$ cat src/rtl/output_switch_arbiter.sv
// Per-output-port round-robin switch allocator that locks one input onto the port for a whole packet.
// Optional idle-lock watchdog is compiled in when ARB_WATCHDOG_EN is defined.
module output_switch_arbiter #(
    parameter int NUM_PORTS      = 5,
    parameter int IDX_W          = $clog2(NUM_PORTS),
    parameter int TIMEOUT_CYCLES = 256
) (
    input  logic                 clk,
    input  logic                 reset_n,
    input  logic [NUM_PORTS-1:0] i_req,
    input  logic                 i_out_ready,
    input  logic                 i_xfer,
    input  logic                 i_xfer_tail,
    output logic [NUM_PORTS-1:0] o_grant,
    output logic [IDX_W-1:0]     o_grant_idx,
    output logic                 o_busy,
    output logic                 o_abort,
    output logic                 o_timeout
);

    typedef enum logic {
        IDLE,
        LOCKED
    } state_t;

    state_t           state;
    logic [IDX_W-1:0] ptr;
    logic [IDX_W-1:0] winner;
    logic             winner_found;
    logic [IDX_W-1:0] ptr_next;
    logic             tail_done;
    logic             lost_req;
    logic             wd_fire;
    logic             release_lock;

    // Port index (base + off) modulo NUM_PORTS; both operands are already below NUM_PORTS.
    function automatic logic [IDX_W-1:0] wrap_add(input logic [IDX_W-1:0] base,
                                                  input int unsigned      off);
        int unsigned sum;
        sum = 32'(base) + off;
        if (sum >= 32'(NUM_PORTS)) begin
            sum = sum - 32'(NUM_PORTS);
        end
        return IDX_W'(sum);
    endfunction

    // Scan from the farthest offset down so the requester closest to ptr is written last and wins.
    always_comb begin
        // NOTE: every always_comb output gets a default first so no path can infer a latch.
        winner       = '0;
        winner_found = 1'b0;
        for (int off = NUM_PORTS - 1; off >= 0; off--) begin
            if (i_req[wrap_add(ptr, off)]) begin
                winner       = wrap_add(ptr, off);
                winner_found = 1'b1;
            end
        end
    end

    assign ptr_next     = wrap_add(o_grant_idx, 1);
    assign tail_done    = i_xfer && i_xfer_tail;
    assign lost_req     = !i_req[o_grant_idx];
    assign release_lock = (state == LOCKED) && (tail_done || lost_req || wd_fire);

    always_ff @(posedge clk or negedge reset_n) begin
        if (!reset_n) begin
            state       <= IDLE;
            ptr         <= '0;
            o_grant     <= '0;
            o_grant_idx <= '0;
            o_busy      <= 1'b0;
            o_abort     <= 1'b0;
        end else begin
            // NOTE: sequential state uses non-blocking assignments so every flop samples pre-edge values.
            o_abort <= 1'b0;
            case (state)
                IDLE: begin
                    if (winner_found && i_out_ready) begin
                        state       <= LOCKED;
                        o_grant     <= NUM_PORTS'(1) << winner;
                        o_grant_idx <= winner;
                        o_busy      <= 1'b1;
                    end
                end
                LOCKED: begin
                    // A tail in the same cycle as the request drop is a clean finish, not an abort.
                    if (release_lock) begin
                        state       <= IDLE;
                        ptr         <= ptr_next;
                        o_grant     <= '0;
                        o_grant_idx <= '0;
                        o_busy      <= 1'b0;
                        o_abort     <= lost_req && !tail_done;
                    end
                end
            endcase
        end
    end

`ifdef ARB_WATCHDOG_EN
    localparam int               CNT_W    = $clog2(TIMEOUT_CYCLES) + 1;
    localparam logic [CNT_W-1:0] CNT_LAST = CNT_W'(TIMEOUT_CYCLES - 1);
    localparam logic [CNT_W-1:0] CNT_MAX  = '1;

    logic [CNT_W-1:0] wd_cnt;

    assign wd_fire = (state == LOCKED) && !i_xfer && (wd_cnt == CNT_LAST);

    // Counts consecutive locked cycles without a flit; held at zero whenever the port is idle.
    always_ff @(posedge clk or negedge reset_n) begin
        if (!reset_n) begin
            wd_cnt    <= '0;
            o_timeout <= 1'b0;
        end else begin
            o_timeout <= wd_fire && !lost_req;
            if (state != LOCKED || release_lock || i_xfer) begin
                wd_cnt <= '0;
            end else if (wd_cnt != CNT_MAX) begin
                wd_cnt <= wd_cnt + CNT_W'(1);
            end
        end
    end
`else
    assign wd_fire   = 1'b0;
    assign o_timeout = 1'b0;
`endif

    cfg_timeout_valid: assert property (@(posedge clk) TIMEOUT_CYCLES >= 2);

    grant_onehot: assert property (@(posedge clk) disable iff (!reset_n)
        $onehot0(o_grant));

    busy_tracks_grant: assert property (@(posedge clk) disable iff (!reset_n)
        o_busy == (o_grant != '0));

    idx_tracks_grant: assert property (@(posedge clk) disable iff (!reset_n)
        o_busy |-> o_grant[o_grant_idx]);

    abort_only_on_release: assert property (@(posedge clk) disable iff (!reset_n)
        o_abort |-> !o_busy);

endmodule

$ cat config.mk
export PLATFORM = sky130hd
export DESIGN_NAME = output_switch_arbiter
export DESIGN_NICKNAME = d
export VERILOG_FILES = /design/src/rtl/output_switch_arbiter.sv
export SDC_FILE = /design/constraint.sdc
export NUM_CORES = 1
export LEC_CHECK = 0
export CAP_MARGIN = 20
export CORE_MARGIN = 2
export CORE_UTILIZATION = 52
export CTS_CLUSTER_DIAMETER = 30
export DETAILED_ROUTE_END_ITERATION = 12
export PLACE_DENSITY = 0.88
export SKIP_LAST_GASP = 1
export SLEW_MARGIN = 20
export SYNTH_ARGS = -nofsm -noshare
export SYNTH_HDL_FRONTEND = slang
export SYNTH_SLANG_ARGS = --single-unit
$ cat constraint.sdc
create_clock -name clk -period 3.26 [get_ports clk]
set_input_delay 0.326 -clock clk [delete_from_list [all_inputs] [get_ports clk]]
set_output_delay 0.326 -clock clk [all_outputs]
set_load 0.01 [all_outputs]
==> results of run 1 <==
per-stage QoR:
| step | cells | worst slack [ns] | util (%) | cell area (um^2) |
|---|---|---|---|---|
| 2_1_floorplan | 242 | 0.153 | - | 1980 |
| 3_3_place_gp | 299 | 0.250 | 59.8 | 2190 |
| 3_5_place_dp | 299 | 0.169 | 59.8 | 2190 |
| 4_1_cts | 303 | 0.155 | 61.3 | 2240 |
| 5_1_grt | 303 | 0.0237 | 61.7 | 2260 |
| 6_report | 303 | 0.209 | 61.7 | 2260 |
Yosys cell counts (2+ instances only):
cell       count  share of area [%]
nor3_1         3               0.76
o21a_1         4                1.5
o21ai_0       19                4.8
nand2b_1       7                2.2
buf_2          7                1.8
ha_1          11                7.0
o21ai_1        2               0.51
o211ai_1       4                1.5
o31ai_1        2               0.76
nor2_1        14                2.7
nand2_1       18                3.4
a22o_1         3                1.3
nand3_1       12                3.0
a21o_1         9                3.4
mux2_2         2                1.1
mux4_2         3                3.4
o211a_1        3                1.5
buf_6          3                1.7
a21oi_1        7                1.8
mux2i_1        6                3.0
nor3_2         2                1.0
nor2b_1       10                3.2
inv_1          8                1.5
and3_1         2               0.63
xnor2_1        6                2.7
a31oi_1        5                1.6
clkbuf_1       8                1.5
a211oi_1       7                2.7
o2111ai_1      3                1.3
or3_1          3               0.95
dfrtp_1       14                 18
final cells by class:
type,count,area share (%)
Clock buffer,4,2.44
Inverter,10,1.77
Multi-Input combinational cell,199,66.2
Sequential cell,14,15.5
Tap cell,48,2.66
Timing Repair Buffer,28,11.4
cells by family after synthesis:
kind of cell	after synthesis	synth area share [%]
fa+ha+maj	12	7.97
flops	14	17.7
xor+xnor	6	2.66
mux	12	8.35
buf+inv	29	7.41
simple gates	82	23.2
compound gates	86	32.5
other cells	1	0.190
registers in the layout (all words and copies together), names as in the netlist:
name and cells:
o_abort 1, ptr 3, o_grant_idx 3, o_busy 1, o_grant 5, state 1
metal layers:
layer / wire [um] / GRT usage (%) / up-vias / share of wire [%]
met4: 187 / 14.8 / 0 / 3.5
met2: 2560 / 42.0 / 102 / 48
li1: - / - / 925 / -
met5: 0 / 0 / - / 0
met3: 397 / 2.57 / 21 / 7.4
met1: 2210 / 35.0 / 929 / 41
final timing paths:
path	cells past startpoint	to
worst max register to register	10	o_grant[2]$_DFFE_PN0P_
worst min register to register	1	o_grant[4]$_DFFE_PN0P_
max in group asynchronous	1	o_grant_idx[2]$_DFFE_PN0P_
worst min-delay path	1	o_grant[1]$_DFFE_PN0P_
min in group clk	1	o_grant[4]$_DFFE_PN0P_
worst max-delay path	10	o_grant[2]$_DFFE_PN0P_
==> flow_summary.yaml, run 1 <==
critical_path:
  crit_family: "compound AO/OA/AOI/OAI gates"
  rr_startpoint: "ptr[2]$_DFFE_PN0P_"
  crit_arrival_ns: 3.18
  crit_type: "register to register"
  crit_start: "ptr[2]$_DFFE_PN0P_"
  worstSetupEndpointType: "register"
  worst-path-buf-inv: 1
  crit_slowest_cell: "dfrtp_1"
  startpoint_type: "register"
  cpPeakStageDelay_ns: 0.53
  worstPathCellList: "inv_1 > ha_1 > nor2b_1 > a22o_1 > o211ai_1 > and4_1 > o2111ai_1 > a21oi_1 > o221ai_2 > o41ai_1"
  reg2reg_slack_ns: 0.21
  crit_fanout: 10
  crit_required_ns: 3.39
clocking:
  clk_pin_slew_ns: 0.05
  clock_latency_ns: 0.25
  clock_path_buffers: 2
  cts_resized: 0
  clock-sinks: 14
  postCtsSetupBuffers: 0
  htree_levels: 1
  cts_tree: "yes"
  ctsHoldBuffers: 0
  root_buffer: "clkbuf_8"
  numCtsBuffers: 3
die:
  dieArea_um2: 4310
  die_y_um: 65.7
  initial_utilization_pct: 54.0
  rows: 22
  die_x_um: 65.7
  core_um2: 3660
  io_pins: 21
synth:
  synth_edf_count: 0
  yosysWarnings: 0
  syn_inst: 242
  synth.avg_cell_area_um2: 8.17
  ys_seq_area_share_pct: 17.7
  async_flop_share_pct: 100
  yosysUniqueCellTypes: 66
  synth_fp_nets: 264
  dominantRegCellSynth: "dfrtp_1"
  ys_ff_latch: 14
  syn-cell-area_um2: 1980
detailed_routing:
  dr.pass1.iters: 4
  vias: 1977
  drcViolationCount: 0
  drtIter0Drc: 167
  wl_per_cell_um: 17.7
  postRouteAntennaNets: 0
  drt-vias-per-instance: 6.52
  routed_wl_um: 5360
global_routing:
  grt_pass1_wl_um: 8830
  grt_pass1_vias: 1864
  grt_usage_pct: 26.4
  grt_overflow: 0
  grt_max_degree: 22
  antenna_found_initial: 0
sta:
  finalSetupTns_ns: 0
  setup_violations: 0
  finalCriticalPeriod_ns: 3.05
  fin_crit_sh_pct: 93.6
  max_slew.worst_pin.slew_ns: 0.611
  worst_hold_slack_ns: 0.466
  hold_viol: 0
  rsz0062_at_grt: "no"
  max_freq_mhz: 328
  relSlewSlack_pct: 59.1
  slew_violations: 0
  clock_skew_ns: 0.00117
cells_and_area:
  diodes: 0
  area_growth_pct: 14.2
  nFillCells: 303
  layout_common_cells: "19 x o21ai_0, 19 x clkdlybuf4s50_1, 18 x nand2_1, 14 x nor2_1, 14 x dfrtp_1"
  layout-drive-gt1-share_pct: 15.3
  seq_area_um2: 350
  multi_input_area_um2: 1500
  nNetsFinal: 278
worst_hold_path:
  hold_path_class: "input port to async pin"
status:
  status: "finished clean"
placed_design:
  routabilityCongestion: 0.962
  place_hpwl_um: 4000
  io_buffers: 19
job:
  cap_viol_max_count: 0
Power of run 1 is not shown: default switching activity piles up to over one toggle a cycle in this logic, so the estimate is an artifact.
==> run 2: changes to the inputs <==
--- a/config.mk
+++ b/config.mk
@@ -5,6 +5,7 @@
 export SDC_FILE = /design/constraint.sdc
 export NUM_CORES = 1
 export LEC_CHECK = 0
+export ABC_CLOCK_PERIOD_IN_PS = 3260
 export CAP_MARGIN = 20
 export CORE_MARGIN = 2
 export CORE_UTILIZATION = 52
==> results of run 2 <==
No change in the layout: final DEF, timing and power equal those of run 1.
Power of run 2 is left out for the same reason.
